## config.mk

```make
export PLATFORM = sky130hd
export DESIGN_NAME = pbit_sample_decoder
export DESIGN_NICKNAME = d
export VERILOG_FILES = /design/src/rtl/pbit_sample_decoder.sv
export SDC_FILE = /design/constraint.sdc
export NUM_CORES = 1
export LEC_CHECK = 0
export CORE_ASPECT_RATIO = 0.75
export CORE_MARGIN = 2
export CORE_UTILIZATION = 62
export DETAILED_ROUTE_END_ITERATION = 6
export PLACE_DENSITY = 0.92
export RECOVER_POWER = 100
export SETUP_SLACK_MARGIN = 0.1
export SYNTH_ARGS = -nofsm -noshare
export SYNTH_HDL_FRONTEND = slang
export SYNTH_SLANG_ARGS = --single-unit
```

## constraint.sdc

```tcl
create_clock -name clk -period 7.21 [get_ports clk]
set_input_delay 0.721 -clock clk [delete_from_list [all_inputs] [get_ports clk]]
set_output_delay 0.721 -clock clk [all_outputs]
set_load 0.02 [all_outputs]
```

## src/rtl/pbit_sample_decoder.sv

```systemverilog
// Samples one stochastic p-bit bus per cycle over a programmable window and
// majority-decodes the per-bit ones counts into a deterministic result word.

module pbit_cnt_lane #(
  parameter int CNT_W = 16
) (
  input  logic             clk,
  input  logic             reset,
  input  logic             clr_i,
  input  logic             en_i,
  input  logic             bit_i,
  input  logic [CNT_W-1:0] win_i,
  output logic [CNT_W-1:0] nxt_o,
  output logic             maj_o
);
  logic [CNT_W-1:0] cnt_q, cnt_d;

  assign nxt_o = cnt_q + CNT_W'(bit_i);
  // One extra bit so 2*count never wraps; a tie decodes to 0.
  assign maj_o = {nxt_o, 1'b0} > {1'b0, win_i};

  always_comb begin
    cnt_d = cnt_q;
    if (clr_i)     cnt_d = '0;
    else if (en_i) cnt_d = nxt_o;
  end

  always_ff @(posedge clk) begin
    if (!reset) cnt_q <= '0;
    else        cnt_q <= cnt_d;
  end
endmodule

module pbit_sample_decoder #(
  parameter int WIDTH      = 4,
  parameter int CNT_W      = 16,
  parameter int SETTLE_CYC = 2
) (
  input  logic                   clk,
  input  logic                   reset,
  input  logic                   start,
  input  logic                   abort,
  input  logic [1:0]             sel,
  input  logic [CNT_W-1:0]       window,
  input  logic [WIDTH-1:0]       a_out,
  input  logic [WIDTH-1:0]       b_out,
  input  logic [WIDTH-1:0]       sum_out,
  output logic                   busy,
  output logic                   done,
  output logic [WIDTH-1:0]       result,
  output logic [WIDTH*CNT_W-1:0] ones_cnt
);
  typedef enum logic [1:0] {IDLE, SETTLE, ACCUM} state_e;

  localparam int SW = (SETTLE_CYC > 1) ? $clog2(SETTLE_CYC) : 1;
  localparam logic [SW-1:0] SET_LAST = SW'((SETTLE_CYC > 0) ? SETTLE_CYC - 1 : 0);

  state_e                        state_q, state_d;
  logic [1:0]                    sel_q, sel_d;
  logic [CNT_W-1:0]              win_q, win_d;
  logic [CNT_W-1:0]              samp_q, samp_d, samp_nxt;
  logic [SW-1:0]                 set_q, set_d;
  logic                          done_q, done_d;
  logic [WIDTH-1:0]              res_q, res_d;
  logic [WIDTH-1:0][CNT_W-1:0]   ones_q, ones_d;

  logic [WIDTH-1:0]              bus;
  logic [WIDTH-1:0][CNT_W-1:0]   lane_nxt;
  logic [WIDTH-1:0]              lane_maj;
  logic                          accept, last, lane_en;

  always_comb begin
    case (sel_q)
      2'd1:    bus = a_out;
      2'd2:    bus = b_out;
      default: bus = sum_out;
    endcase
  end

  assign accept   = (state_q == IDLE) && start && (window != '0);
  assign samp_nxt = samp_q + CNT_W'(1);
  assign last     = (samp_nxt == win_q);
  assign lane_en  = (state_q == ACCUM) && !abort;

  for (genvar i = 0; i < WIDTH; i++) begin : g_lane
    pbit_cnt_lane #(.CNT_W(CNT_W)) u_lane (
      .clk   (clk),
      .reset (reset),
      .clr_i (accept),
      .en_i  (lane_en),
      .bit_i (bus[i]),
      .win_i (win_q),
      .nxt_o (lane_nxt[i]),
      .maj_o (lane_maj[i])
    );
  end

  always_comb begin
    state_d = state_q;
    sel_d   = sel_q;
    win_d   = win_q;
    samp_d  = samp_q;
    set_d   = set_q;
    done_d  = 1'b0;
    res_d   = res_q;
    ones_d  = ones_q;
    case (state_q)
      IDLE: begin
        if (accept) begin
          sel_d   = sel;
          win_d   = window;
          samp_d  = '0;
          set_d   = '0;
          state_d = (SETTLE_CYC == 0) ? ACCUM : SETTLE;
        end
      end
      SETTLE: begin
        if (abort)                 state_d = IDLE;
        else if (set_q == SET_LAST) state_d = ACCUM;
        else                       set_d   = set_q + SW'(1);
      end
      ACCUM: begin
        // Abort wins over completion: no done, outputs keep the old run.
        if (abort) begin
          state_d = IDLE;
        end else begin
          samp_d = samp_nxt;
          if (last) begin
            state_d = IDLE;
            done_d  = 1'b1;
            res_d   = lane_maj;
            ones_d  = lane_nxt;
          end
        end
      end
      default: state_d = IDLE;
    endcase
  end

  always_ff @(posedge clk) begin
    if (!reset) begin
      state_q <= IDLE;
      sel_q   <= '0;
      win_q   <= '0;
      samp_q  <= '0;
      set_q   <= '0;
      done_q  <= 1'b0;
      res_q   <= '0;
      ones_q  <= '0;
    end else begin
      state_q <= state_d;
      sel_q   <= sel_d;
      win_q   <= win_d;
      samp_q  <= samp_d;
      set_q   <= set_d;
      done_q  <= done_d;
      res_q   <= res_d;
      ones_q  <= ones_d;
    end
  end

  assign busy     = (state_q != IDLE);
  assign done     = done_q;
  assign result   = res_q;
  assign ones_cnt = ones_q;
endmodule

```

==> results_dict.tcl, run 1 <==
set metrics [dict create \
    final-hold-violation-count 0 \
    ys_async_sr_fraction_pct 0 \
    violations "DRC, capacitance limit, slew limit" \
    finalPower_w 0.00210 \
    layout-area-overhead-vs-synth_pct 15.6 \
    design.core.area_mm2 0.0154 \
    critical_path.max_fanout 60 \
    clockBufferDepth 2 \
    synth_area_mm2 0.00984 \
    grt_max_degree 84 \
    critPathLaunchType "input port" \
    gp_congestion 0.933 \
    grt_pass1_wl_um 43100 \
    power-per-cell-area_mw_per_mm2 185 \
    comb_power_share_pct 8.7 \
    cp_data_arrival_time_ps 5870 \
    drive_above_1_share_pct 6.69 \
    insertion_delay_ps 440 \
    p_leak_nw 4.42 \
    cts-resized-gates 0 \
    drv_cap 4 \
    clockRootBuffer "clkbuf_16" \
    final.setup.tns_ps 0 \
    synth_edf_count 0 \
    diodes 0 \
    ys_types 65 \
    p_int_w 0.00157 \
    detail-route-antenna-nets 0 \
    clkPwrFrac_pct 45.8 \
    dieArea_mm2 0.0169 \
    hold-worst-slack_ps 463 \
    ys_warn_count 0 \
    pwr-share-seq_pct 45.5 \
    fmax_mhz 179 \
    finalWirelength_um 27000 \
    dieHeight_um 113 \
    maxSlewHeadroom_pct -80.2 \
    status "finished, violations left" \
    post_cts.repair.setup_buffers 0 \
    synth-main-ff-cell "dfxtp_1" \
    die_width_um 149 \
    drtIter0Drc 1005 \
    finalMaxSlewViolations 201 \
    cts_tree "yes" \
    synth-seq-cells 170 \
    min_path_type "register to register" \
    grt.overflow.total 0 \
    fin_cells 1460 \
    p_sw_share_pct 25.3 \
    worst_pin_slew_ps 2700 \
    start_util_pct 64.0 \
    peakVddDrop_mv 0.167 \
    num_io_pins 104 \
    dr.pass1.iters 7 \
    setup_viol 0 \
    fp-row-count 39 \
    syn_nets 1303 \
    numCtsBuffers 17 \
    io_buffer_count 103 \
    dp.cells 1428 \
    worstSetupPathType "input port to register" \
    p_switching_w 0.000531 \
    final_nets 1347 \
    antenna_found_initial 0 \
    synth_seq_area_share_pct 34.6 \
    post-route-period-util_pct 77.4 \
    finClkSkew_ps 8.64 \
    cts_num_sinks 170 \
    rsz0062_at_grt "false" \
    synth.avg_cell_area_um2 8.21 \
    cp-end-kind "register" \
    drc 6 \
    post-route-min-period_ps 5580 \
    via_count 9158 \
    required_ps 7500 \
    path_clk_slew_ps 70 \
    htree_levels 4 \
    synth_cells 1198 \
    post_drt_wl_per_cell_um 18.5 \
    grt_pass1_vias 8520 \
    gr-usage-all-layers_pct 32.1 \
    viasPerCell 6.27 \
    place_hpwl_um 17800 \
    hold_buffers 0 \
]
[sequential cells by signal (all words and copies together) (netlist names)]
name,cells
result,4
done,1
state_q,2
g_lane.u_lane.cnt_q,64
samp_q,16
ones_cnt,64
win_q,16
sel_q,2
set_q,1
[power groups by stage]
stage               Combinational (W)  Sequential, W  Clock (W)
finish                       0.000183       0.000956   0.000961
global route                 0.000197       0.000956    0.00101
CTS                          0.000179       0.000956   0.000961
detailed placement           0.000177       0.000977          0
global placement             0.000170       0.000976          0
floorplan                    0.000117       0.000973          0
[layer usage]
metal	part of all wire, %	global-route usage [%]	vias up
met4	3.7	12.9	0
met2	45	49.3	497
li1	-	-	4293
met5	0	0	-
met3	9.4	9.03	86
met1	42	42.7	4282
[kinds of logic (layout without fill, tap and decap cells)]
family	Yosys count	after routing	share of synthesized area, %
AND/OR/NAND/NOR	496	496	26.2
AO/OA/AOI/OAI	207	207	12.2
flip-flops	170	170	34.6
XOR/XNOR	128	128	11.4
buffers and inverters	108	165	4.67
adder cells (fa/ha/maj)	71	71	9.03
multiplexers	18	18	1.83
[critical path: stages]
cell	delay, ps
dlygate4sd3_1	590
inv_1	80
and3_1	1490
clkbuf_1	2000
nand3_1	350
nor4_1	370
xnor2_1	160
nor2_1	60
[synth_stat cells, types with 23 or more instances]
library cell	instances	area share, %
nand4_1	23	1.5
xnor2_1	64	5.7
inv_1	23	0.88
ha_1	71	9.0
nor3_2	40	4.1
a21oi_1	115	5.9
xor2_1	64	5.7
clkbuf_1	60	2.3
nor3_1	91	4.6
nand2_1	95	3.6
dfxtp_1	170	35
o21ai_0	39	2.0
nand3_1	54	2.7
nor2_1	129	4.9
[placed cells by master (no fill, tap or decap), types with 5 or more instances in the layout]
cell type	n
dfxtp_1	170
nor2_1	129
a21oi_1	115
nand2_1	95
nor3_1	95
dlygate4sd3_1	72
ha_1	71
xor2_1	64
xnor2_1	64
nand3_1	54
o21ai_0	39
nor3_2	36
clkdlybuf4s50_1	31
nand4_1	23
inv_1	22
nor4_1	19
mux2i_1	18
clkbuf_16	17
and3_1	13
a21o_1	12
a31oi_1	7
or3_1	6
a22oi_1	5
a211oi_1	5
clkinvlp_4	5
[metrics by stage]
| stage | utilization [%] | setup WS, ps | area [µm²] |
|---|---|---|---|
| final | 74.0 | 1630 | 11400 |
| after global routing | 74.0 | 1280 | 11400 |
| after CTS | 74.4 | 2780 | 11400 |
| after floorplan | - | 3440 | 9840 |
| after detailed placement | 70.4 | 2390 | 10800 |
| after global placement | 70.4 | 2510 | 10800 |
[layout make-up]
class | count | area (µm²)
Clock buffer | 18 | 439
Multi-Input combinational cell | 920 | 5950
Inverter | 24 | 90.1
Timing Repair Buffer | 109 | 1060
Fill cell | 1117 | 4000
Tap cell | 205 | 256
Sequential cell | 170 | 3400
Clock inverter | 14 | 173
[path summary, 6_finish.rpt]
check	from	end	slack [ps]	cells past startpoint
setup reg to reg	state_q[1]	g_lane[1].u_lane.cnt_q[15]	2090	6
setup / recovery	abort	g_lane[1].u_lane.cnt_q[15]	1630	8
hold / removal	g_lane[0].u_lane.cnt_q[0]	g_lane[0].u_lane.cnt_q[0]	460	2
hold reg to reg	g_lane[0].u_lane.cnt_q[0]	g_lane[0].u_lane.cnt_q[0]	460	2
(Power assumes the default switching activity.)
==> inputs of run 2 (changes only) <==
--- a/config.mk
+++ b/config.mk
@@ -7,9 +7,9 @@
 export LEC_CHECK = 0
 export CORE_ASPECT_RATIO = 0.75
 export CORE_MARGIN = 2
-export CORE_UTILIZATION = 62
+export CORE_UTILIZATION = 52
 export DETAILED_ROUTE_END_ITERATION = 6
-export PLACE_DENSITY = 0.92
+export PLACE_DENSITY = 0.83
 export RECOVER_POWER = 100
 export SETUP_SLACK_MARGIN = 0.1
 export SYNTH_ARGS = -nofsm -noshare
==> constraint.sdc (replaced) <==
create_clock -name clk -period 4.65 [get_ports clk]
set_input_delay 0.465 -clock clk [delete_from_list [all_inputs] [get_ports clk]]
set_output_delay 0.465 -clock clk [all_outputs]
set_load 0.02 [all_outputs]
==> results_dict.tcl, run 2 (synthesis results as in run 1) <==
set metrics [dict create \
    status "finished, violations left" \
    violations "capacitance limit, slew limit" \
    cts_num_sinks 170 \
    dr.pass1.iters 5 \
    worstSetupPathType "register to register" \
    start_util_pct 53.2 \
    final_nets 1356 \
    dieHeight_um 123 \
    drv_cap 5 \
    routed.top_layer "met4" \
    cp-end-kind "register" \
    post_cts.repair.setup_buffers 0 \
    final_cell_mix "dfxtp_1, nor2_1, a21oi_1" \
    drc 0 \
    finClkSkew_ps 10.5 \
    dpl_cell_area_mm2 0.0109 \
    num_io_pins 104 \
    worst_pin_slew_ps 3260 \
    grt.overflow.total 0 \
    fin_cells 1511 \
    peakVddDrop_mv 0.196 \
    final_common_cell "dfxtp_1" \
    design.core.area_mm2 0.0185 \
    power-per-cell-area_mw_per_mm2 273 \
    multi_input_comb_area_mm2 0.00597 \
    critPathSlowestCell "or4_2" \
    critPathLaunchType "register" \
    clockBufferDepth 2 \
    reg2reg_depth 9 \
    io_buffer_count 103 \
    insertion_delay_ps 440 \
    gr-usage-all-layers_pct 27.0 \
    comb_power_share_pct 9.1 \
    p_int_w 0.00228 \
    post-route-period-util_pct 94.7 \
    setup_viol 0 \
    viasPerCell 5.89 \
    fin_ws_ps 245 \
    place_ws_ps 247 \
    seqCellArea_mm2 0.00340 \
    holdPathStages 2 \
    final.setup.tns_ps 0 \
    htree_levels 4 \
    grt_pass1_wl_um 42500 \
    finalPower_w 0.00313 \
    finalWirelength_um 26500 \
    antenna_found_initial 0 \
    design_area_mm2 0.0115 \
    min_path_type "register to register" \
    path_common_cell "nor3_1" \
    cp_cell_sequence "ha_1 -> nand3_1 -> nor4_1 -> buf_4 -> nor4bb_1 -> o21ai_0 -> or4_2 -> nor3_1 -> nor3_1" \
    place_hpwl_um 18000 \
    p_sw_share_pct 27.3 \
    drtIter0Drc 910 \
    wl_met2_um 11500 \
    layout-area-overhead-vs-synth_pct 16.5 \
    maxSlewHeadroom_pct -117 \
    post-route-min-period_ps 4400 \
    diodes 0 \
    rsz0062_at_grt "false" \
    via_count 8906 \
    cts_tree "yes" \
    fp-row-count 43 \
    critical_path.max_fanout 66 \
    pwr-share-seq_pct 47.3 \
    p_leak_nw 4.43 \
    fill_cells 1607 \
    required_ps 4950 \
    clockRootBuffer "clkbuf_16" \
    slowest_delay_ps 1340 \
    die_width_um 163 \
    dp.cells 1479 \
    grt_max_degree 71 \
    dieArea_mm2 0.0200 \
    finalMaxSlewViolations 261 \
    post_drt_wl_per_cell_um 17.5 \
    path_clk_slew_ps 70 \
    detail-route-antenna-nets 0 \
    grt_pass1_vias 8456 \
    wl_met1_um 11900 \
    fmax_mhz 227 \
    drive_above_1_share_pct 7.67 \
    clkPwrFrac_pct 43.6 \
    cp_data_arrival_time_ps 4710 \
    gp_congestion 0.950 \
    p_switching_w 0.000855 \
    dr_wl_met3_um 2250 \
    numCtsBuffers 17 \
    final-hold-violation-count 0 \
]
[run 2: cell count changes in the layout (fill, tap and decap cells not counted), sizes merged, moves of 2 or more]
| cell | previous run | this run |
|---|---|---|
| inv | 24 | 31 |
| buf | 3 | 9 |
| clkinv | 6 | 2 |
| bufinv | 3 | 0 |
| clkbuf | 21 | 23 |
[run 2: power by group through the flow]
stage | sequential, W | clock, W | combinational (W)
after global routing | 0.00148 | 0.00145 | 0.000309
after detailed placement | 0.00151 | 0 | 0.000277
after floorplan | 0.00151 | 0 | 0.000182
after global placement | 0.00151 | 0 | 0.000269
final | 0.00148 | 0.00137 | 0.000284
after CTS | 0.00148 | 0.00138 | 0.000280
[run 2: path summary, 6_finish.rpt]
check	from	endpoint	slack [ps]
setup / recovery	samp_q[0]	ones_cnt[19]	250
hold / removal	g_lane[0].u_lane.cnt_q[0]	g_lane[0].u_lane.cnt_q[0]	470
setup reg to reg	samp_q[0]	ones_cnt[19]	250
hold reg to reg	g_lane[0].u_lane.cnt_q[0]	g_lane[0].u_lane.cnt_q[0]	470
[run 2: area by class of cell]
| cell class | count | area share [%] |
|---|---|---|
| multi-input combinational | 920 | 52.1 |
| sequential | 170 | 29.7 |
| timing repair buffer | 118 | 9.81 |
| clock buffer | 17 | 3.71 |
| tap | 247 | 2.70 |
| clock inverter | 15 | 1.17 |
| inverter | 24 | 0.786 |
[run 2: through the flow]
stage	util (%)	hold WS, ps
3_5_place_dp	59.1	455
6_report	61.9	465
5_1_grt	61.9	500
3_3_place_gp	59.1	447
2_1_floorplan	-	441
4_1_cts	62.1	464
[run 2: critical path, delay by kind of cell (launching register included)]
kind,cells,cell delay [ps]
AOI/OAI and AO/OA,1,250
adders and majority gates,1,330
buffers and inverters,1,210
DFF,1,520
and+or+nand+nor,6,2950
[run 2: repair_timing]
| action | 4_1_cts | 5_1_grt |
|---|---|---|
| endpoints found under the setup margin | 0 | 2 |
| hold buffers | 0 | 0 |
| gates resized for setup | 0 | 2 |
[run 2: layer usage]
metal	vias up	global-route usage (%)
met5	-	0
met4	0	12.1
met3	65	6.94
met2	362	41.1
met1	4170	36.3
li1	4309	-
